[config.mk]
export PLATFORM = sky130hd
export DESIGN_NAME = mem_load_controller
export DESIGN_NICKNAME = d
export VERILOG_FILES = /design/src/rtl/mem_load_controller_pkg.sv /design/src/rtl/mem_load_controller_addr_counter.sv /design/src/rtl/mem_load_controller.sv
export SDC_FILE = /design/constraint.sdc
export NUM_CORES = 1
export LEC_CHECK = 0
export ABC_AREA = 1
export CORE_MARGIN = 2
export CORE_UTILIZATION = 40
export CTS_CLUSTER_SIZE = 14
export DETAILED_ROUTE_END_ITERATION = 8
export PLACE_DENSITY = 0.69
export SLEW_MARGIN = 20
export SYNTH_ARGS = -nofsm -noshare
export SYNTH_HDL_FRONTEND = slang
export SYNTH_HIERARCHICAL = 1
export SYNTH_SLANG_ARGS = --single-unit
[constraint.sdc]
create_clock -name clock -period 2.04 [get_ports clock]
set_input_delay 0.408 -clock clock [delete_from_list [all_inputs] [get_ports clock]]
set_output_delay 0.408 -clock clock [all_outputs]
set_load 0.01 [all_outputs]
[src/rtl/mem_load_controller_pkg.sv]
// Shared widths and FSM encoding for the burst memory load controller.
package mem_load_controller_pkg;

    localparam int unsigned DATA_W    = 16;
    localparam int unsigned ADDR_W    = 4;
    localparam int unsigned SECT_W    = 4;
    localparam int unsigned MEM_WORDS = 256;
    localparam int unsigned COUNT_W   = 9;

    typedef enum logic [1:0] {
        IDLE = 2'd0,
        LOAD = 2'd1,
        DONE = 2'd2
    } state_e;

endpackage

[src/rtl/mem_load_controller_addr_counter.sv]
// Linear {sector,address} write pointer: load, increment, wraps at the top of the space.
module mem_addr_counter #(
    parameter int unsigned SECT_W = mem_load_controller_pkg::SECT_W,
    parameter int unsigned ADDR_W = mem_load_controller_pkg::ADDR_W
) (
    input  logic              clock_i,
    input  logic              reset_i,
    input  logic              load_i,
    input  logic              incr_i,
    input  logic [SECT_W-1:0] load_sector_i,
    input  logic [ADDR_W-1:0] load_address_i,
    output logic [SECT_W-1:0] sector_o,
    output logic [ADDR_W-1:0] address_o
);

    localparam int unsigned PTR_W = SECT_W + ADDR_W;

    logic [PTR_W-1:0] ptr_q;
    logic [PTR_W-1:0] ptr_d;

    // Load has priority; natural overflow gives the {max,max} -> {0,0} wrap.
    always_comb begin
        ptr_d = ptr_q;
        if (load_i) begin
            ptr_d = {load_sector_i, load_address_i};
        end else if (incr_i) begin
            ptr_d = ptr_q + PTR_W'(1);
        end
    end

    always_ff @(posedge clock_i or posedge reset_i) begin
        if (reset_i) begin
            ptr_q <= '0;
        end else begin
            ptr_q <= ptr_d;
        end
    end

    assign sector_o  = ptr_q[PTR_W-1 -: SECT_W];
    assign address_o = ptr_q[ADDR_W-1:0];

endmodule

[src/rtl/mem_load_controller.sv]
// Streams in_data words into sectored memory as a counted burst, one registered write per accepted word.
module mem_load_controller #(
    parameter int unsigned DATA_W = mem_load_controller_pkg::DATA_W,
    parameter int unsigned ADDR_W = mem_load_controller_pkg::ADDR_W,
    parameter int unsigned SECT_W = mem_load_controller_pkg::SECT_W
) (
    input  logic                                     clock,
    input  logic                                     reset,
    input  logic                                     start,
    input  logic [SECT_W-1:0]                        start_sector,
    input  logic [ADDR_W-1:0]                        start_address,
    input  logic [mem_load_controller_pkg::COUNT_W-1:0] word_count,
    input  logic                                     abort,
    input  logic [DATA_W-1:0]                        in_data,
    input  logic                                     in_valid,
    output logic                                     in_ready,
    output logic [DATA_W-1:0]                        data_write,
    output logic [SECT_W-1:0]                        sector_write_select,
    output logic [ADDR_W-1:0]                        write_address,
    output logic                                     write_enable,
    output logic                                     busy,
    output logic                                     done
);

    import mem_load_controller_pkg::*;

    state_e             state_q;
    state_e             state_d;
    logic [COUNT_W-1:0] remaining_q;
    logic [COUNT_W-1:0] remaining_d;

    logic               accept_c;
    logic               ptr_load_c;
    logic [SECT_W-1:0]  ptr_sector;
    logic [ADDR_W-1:0]  ptr_address;

    logic [DATA_W-1:0]  data_write_q;
    logic [SECT_W-1:0]  sector_write_select_q;
    logic [ADDR_W-1:0]  write_address_q;
    logic               write_enable_q;
    logic               busy_q;
    logic               done_q;

    assign in_ready = (state_q == LOAD) && !abort;
    assign accept_c = in_valid && in_ready;

    mem_addr_counter #(
        .SECT_W (SECT_W),
        .ADDR_W (ADDR_W)
    ) u_ptr (
        .clock_i        (clock),
        .reset_i        (reset),
        .load_i         (ptr_load_c),
        .incr_i         (accept_c),
        .load_sector_i  (start_sector),
        .load_address_i (start_address),
        .sector_o       (ptr_sector),
        .address_o      (ptr_address)
    );

    // Next-state and burst length bookkeeping; a zero count means a full-space burst.
    always_comb begin
        state_d     = state_q;
        remaining_d = remaining_q;
        ptr_load_c  = 1'b0;
        case (state_q)
            IDLE: begin
                if (start && !abort) begin
                    state_d     = LOAD;
                    ptr_load_c  = 1'b1;
                    remaining_d = (word_count == '0) ? COUNT_W'(MEM_WORDS) : word_count;
                end
            end
            LOAD: begin
                if (abort) begin
                    state_d     = IDLE;
                    remaining_d = '0;
                end else if (accept_c) begin
                    remaining_d = remaining_q - COUNT_W'(1);
                    if (remaining_q == COUNT_W'(1)) begin
                        state_d = DONE;
                    end
                end
            end
            DONE: begin
                state_d = IDLE;
            end
            default: begin
                state_d = IDLE;
            end
        endcase
    end

    always_ff @(posedge clock or posedge reset) begin
        if (reset) begin
            state_q        <= IDLE;
            remaining_q    <= '0;
            write_enable_q <= 1'b0;
            busy_q         <= 1'b0;
            done_q         <= 1'b0;
        end else begin
            state_q        <= state_d;
            remaining_q    <= remaining_d;
            write_enable_q <= accept_c;
            busy_q         <= (state_d == LOAD);
            done_q         <= (state_d == DONE);
        end
    end

    // Write payload holds its last value between accepts.
    always_ff @(posedge clock or posedge reset) begin
        if (reset) begin
            data_write_q          <= '0;
            sector_write_select_q <= '0;
            write_address_q       <= '0;
        end else if (accept_c) begin
            data_write_q          <= in_data;
            sector_write_select_q <= ptr_sector;
            write_address_q       <= ptr_address;
        end
    end

    assign data_write          = data_write_q;
    assign sector_write_select = sector_write_select_q;
    assign write_address       = write_address_q;
    assign write_enable        = write_enable_q;
    assign busy                = busy_q;
    assign done                = done_q;

endmodule
==> results_dict.tcl <==
set metrics [dict create \
    port_buffers 65 \
    leakage_nw 1.558 \
    fin_util_pct 57.33 \
    fillers 492 \
    ctsLongestPathBuffers 2 \
    ys_types 29 \
    slew_viol_final 0 \
    power_density_mw_per_mm2 949.4 \
    hp-class "in -> async" \
    worstPathArrival_ns 1.53 \
    placedInstanceArea_mm2 0.003044 \
    grtUsageMet3_pct 3.846 \
    grt_setup_unrepaired "no" \
    path_cells "inv_2 > nand2_4 > nor2_8 > clkdlybuf4s50_1" \
    syn-cell-area_mm2 0.002282 \
    fin_nets 398 \
    timing.rr.start "state_q[1]" \
    grt_pass1_wl_mm 8.928 \
    yosys.cell_count.top_type "nand2_1" \
    maxSlewHeadroom_pct 67.38 \
    crit_path_end "in_ready" \
    drt_pass1_iterations 4 \
    clockRootBuffer "clkbuf_8" \
    crit_start "state_q[1]" \
    place_hpwl_mm 3.807 \
    worstSetupEndpointType "primary output" \
    antenna_found_initial 0 \
    crit_type "reg -> out" \
    initial_utilization_pct 41.45 \
    busiest_layer "met2" \
    drive_above_1_share_pct 9.777 \
    drv_cap 0 \
    syn2layout_area_growth_pct 38.32 \
    syn_nets 325 \
    finalCritPeriodShare_pct 95.18 \
    ant_nets 0 \
    fp.dieH_um 79.54 \
    synth.area.top_cells "dfrtp_1 (50%), nand2_1 (20%), nand3_1 (3.9%)" \
    use_met1_pct 23.70 \
    reg2reg_to "data_write[11]" \
    ys_seq_area_share_pct 50.44 \
    hold_ws_ns 0.3841 \
    rr_worst_depth 9 \
    pin_count 66 \
    critPathLaunchType "flip-flop" \
    place_congestion 0.8374 \
    die-area_mm2 0.006326 \
    hold_viol 0 \
    ys.flop_type "dfrtp_1" \
    vias 2043 \
    met2_usage_pct 30.00 \
    drt-total-wl_mm 5.194 \
    overflow 0 \
    critPathTopFamily "buffers and inverters" \
    htreeDepth 2 \
    crit_buf_inv 2 \
    cp_max_fo 10 \
    finalInstanceArea_mm2 0.003157 \
    outcome "complete, no violations" \
    grt_pass1_vias 1982 \
    clock_sinks 46 \
    via_per_inst 4.751 \
    syn_inst 284 \
    drtIter0Drc 125 \
    ys_ff_latch 46 \
    cts_tree "done" \
    wl_per_cell_um 12.08 \
    antenna_cells 0 \
    async_flop_share_pct 100.0 \
    max_freq_mhz 515.0 \
    grt_max_degree 39 \
    finalSetupViolations 0 \
    finalCriticalPeriod_ns 1.942 \
    track_usage_pct 18.03 \
    yosys.area.top_type "dfrtp_1" \
    rows 27 \
    required_ns 1.63 \
    cpMaxStageDelayCell "clkdlybuf4s50_1" \
    yosys.area.top_type_share_pct 50.44 \
    worstSetupPathDepth 4 \
    cts_buffers 5 \
    tightest_slew_ns 0.4892 \
    synth_edf_count 0 \
    ir_drop_uv 508.2 \
    drc 0 \
    setup-tns-final_ns 0 \
    fin_skew_ns 0.004228 \
    clk_pin_slew_ns 0.08 \
    ys_warn_count 6 \
    core_mm2 0.005507 \
    rrSetupSlack_ns 0.49 \
    insertion_delay_ns 0.30 \
    dieWidth_um 79.54 \
    syn_avg_cell_area_um2 8.036 \
    crit_path_max_incr_delay_ns 0.53 \
    synthTopCellsByCount "nand2_1 (120), dfrtp_1 (46), inv_1 (21), nand3_1 (18), nor2_1 (18)" \
]
## per-layer routing
| metal | wire (um) | up-vias |
|---|---|---|
| li1 | - | 1039 |
| met1 | 2370 | 942 |
| met2 | 2462 | 57 |
| met3 | 296 | 5 |
| met4 | 65 | 0 |
| met5 | 0 | - |
## sequential cells by signal, indices dropped and copies added, names as in the netlist
register and cells:
u_ptr/ptr_q 8, data_write 16, remaining_q 9, done 1, write_address 4, write_enable 1, busy 1, state_q 2
sector_write_select 4
## area by class of cell
cell class / instances / area, um2 / share of cell area, %
inverters: 26 / 100.1 / 3.171
repair buffers: 72 / 718.2 / 22.75
clock buffers: 6 / 72.57 / 2.299
flip-flops and latches: 46 / 1151 / 36.46
clock inverters: 2 / 37.54 / 1.189
multi-input cells: 206 / 987.2 / 31.27
well taps: 72 / 90.09 / 2.854
## placed cells by master, fill, tap and decap left out
cell,synthesis,layout
a21oi_1,6,6
inv_1,21,21
buf_4,3,6
o21bai_1,4,4
nand2_2,2,2
buf_12,0,1
clkbuf_1,0,1
nand2_1,120,120
nor3_2,2,2
nor2_2,3,3
dlymetal6s2s_1,0,1
clkdlybuf4s50_1,0,64
nor2_1,18,18
o22ai_1,2,2
inv_2,4,4
nand2_4,3,3
clkinvlp_4,0,1
nand3_1,18,18
o21ai_1,2,2
o21ai_0,7,7
nor3_1,1,1
a22oi_1,6,6
o31ai_1,1,1
a21oi_2,1,1
inv_4,1,1
nand4_1,1,1
clkbuf_8,0,5
nor2_4,1,1
o21ai_2,3,3
bufinv_16,0,1
dfrtp_1,46,46
ha_1,3,3
xor2_1,1,1
nor2_8,1,1
## kinds of logic (layout without fill, tap and decap cells)
| logic type | count (synthesis) | after routing | share of synthesized area, % |
|---|---|---|---|
| and+or+nand+nor | 170 | 170 | 32.24 |
| DFF | 46 | 46 | 50.44 |
| AOI/OAI and AO/OA | 32 | 32 | 8.991 |
| xor gates and xnor gates | 1 | 1 | 0.3838 |
| adders and majority gates | 3 | 3 | 1.645 |
| buffers and inverters | 32 | 106 | 6.305 |
## what timing repair did
item	4_1_cts	5_1_grt
setup buffers	0	0
hold buffers	0	0
gates resized for setup	0	1
endpoints found under the setup margin	0	1
## where the power goes
part	switching, mW	internal [mW]
Clock	0.307	0.365
Combinational	0.486	0.521
Sequential	0.177	1.14
Total	0.970	2.03
## how the worst min path moves through the flow
stage                    from              to  slack (ns)  cells after the start
5_1_grt                 reset  u_ptr/ptr_q[7]        0.40                      2
3_5_place_dp   data_write[10]  data_write[10]        0.46                      2
2_1_floorplan           reset  u_ptr/ptr_q[0]        0.22                      1
3_3_place_gp   data_write[12]  data_write[12]        0.46                      2
4_1_cts                 reset  u_ptr/ptr_q[7]        0.38                      2
6_report                reset  u_ptr/ptr_q[7]        0.38                      2
## stage by stage
stage | std cells | total power, mW | setup slack [ns]
floorplan | 284 | 1.834 | 0.5709
global placement | 422 | 2.320 | 0.04440
detailed placement | 422 | 2.343 | 0.01936
CTS | 430 | 3.025 | 0.01193
global route | 430 | 3.216 | 0.02955
finish | 430 | 2.997 | 0.09839
Note: power is estimated with default switching activity, not from simulation.
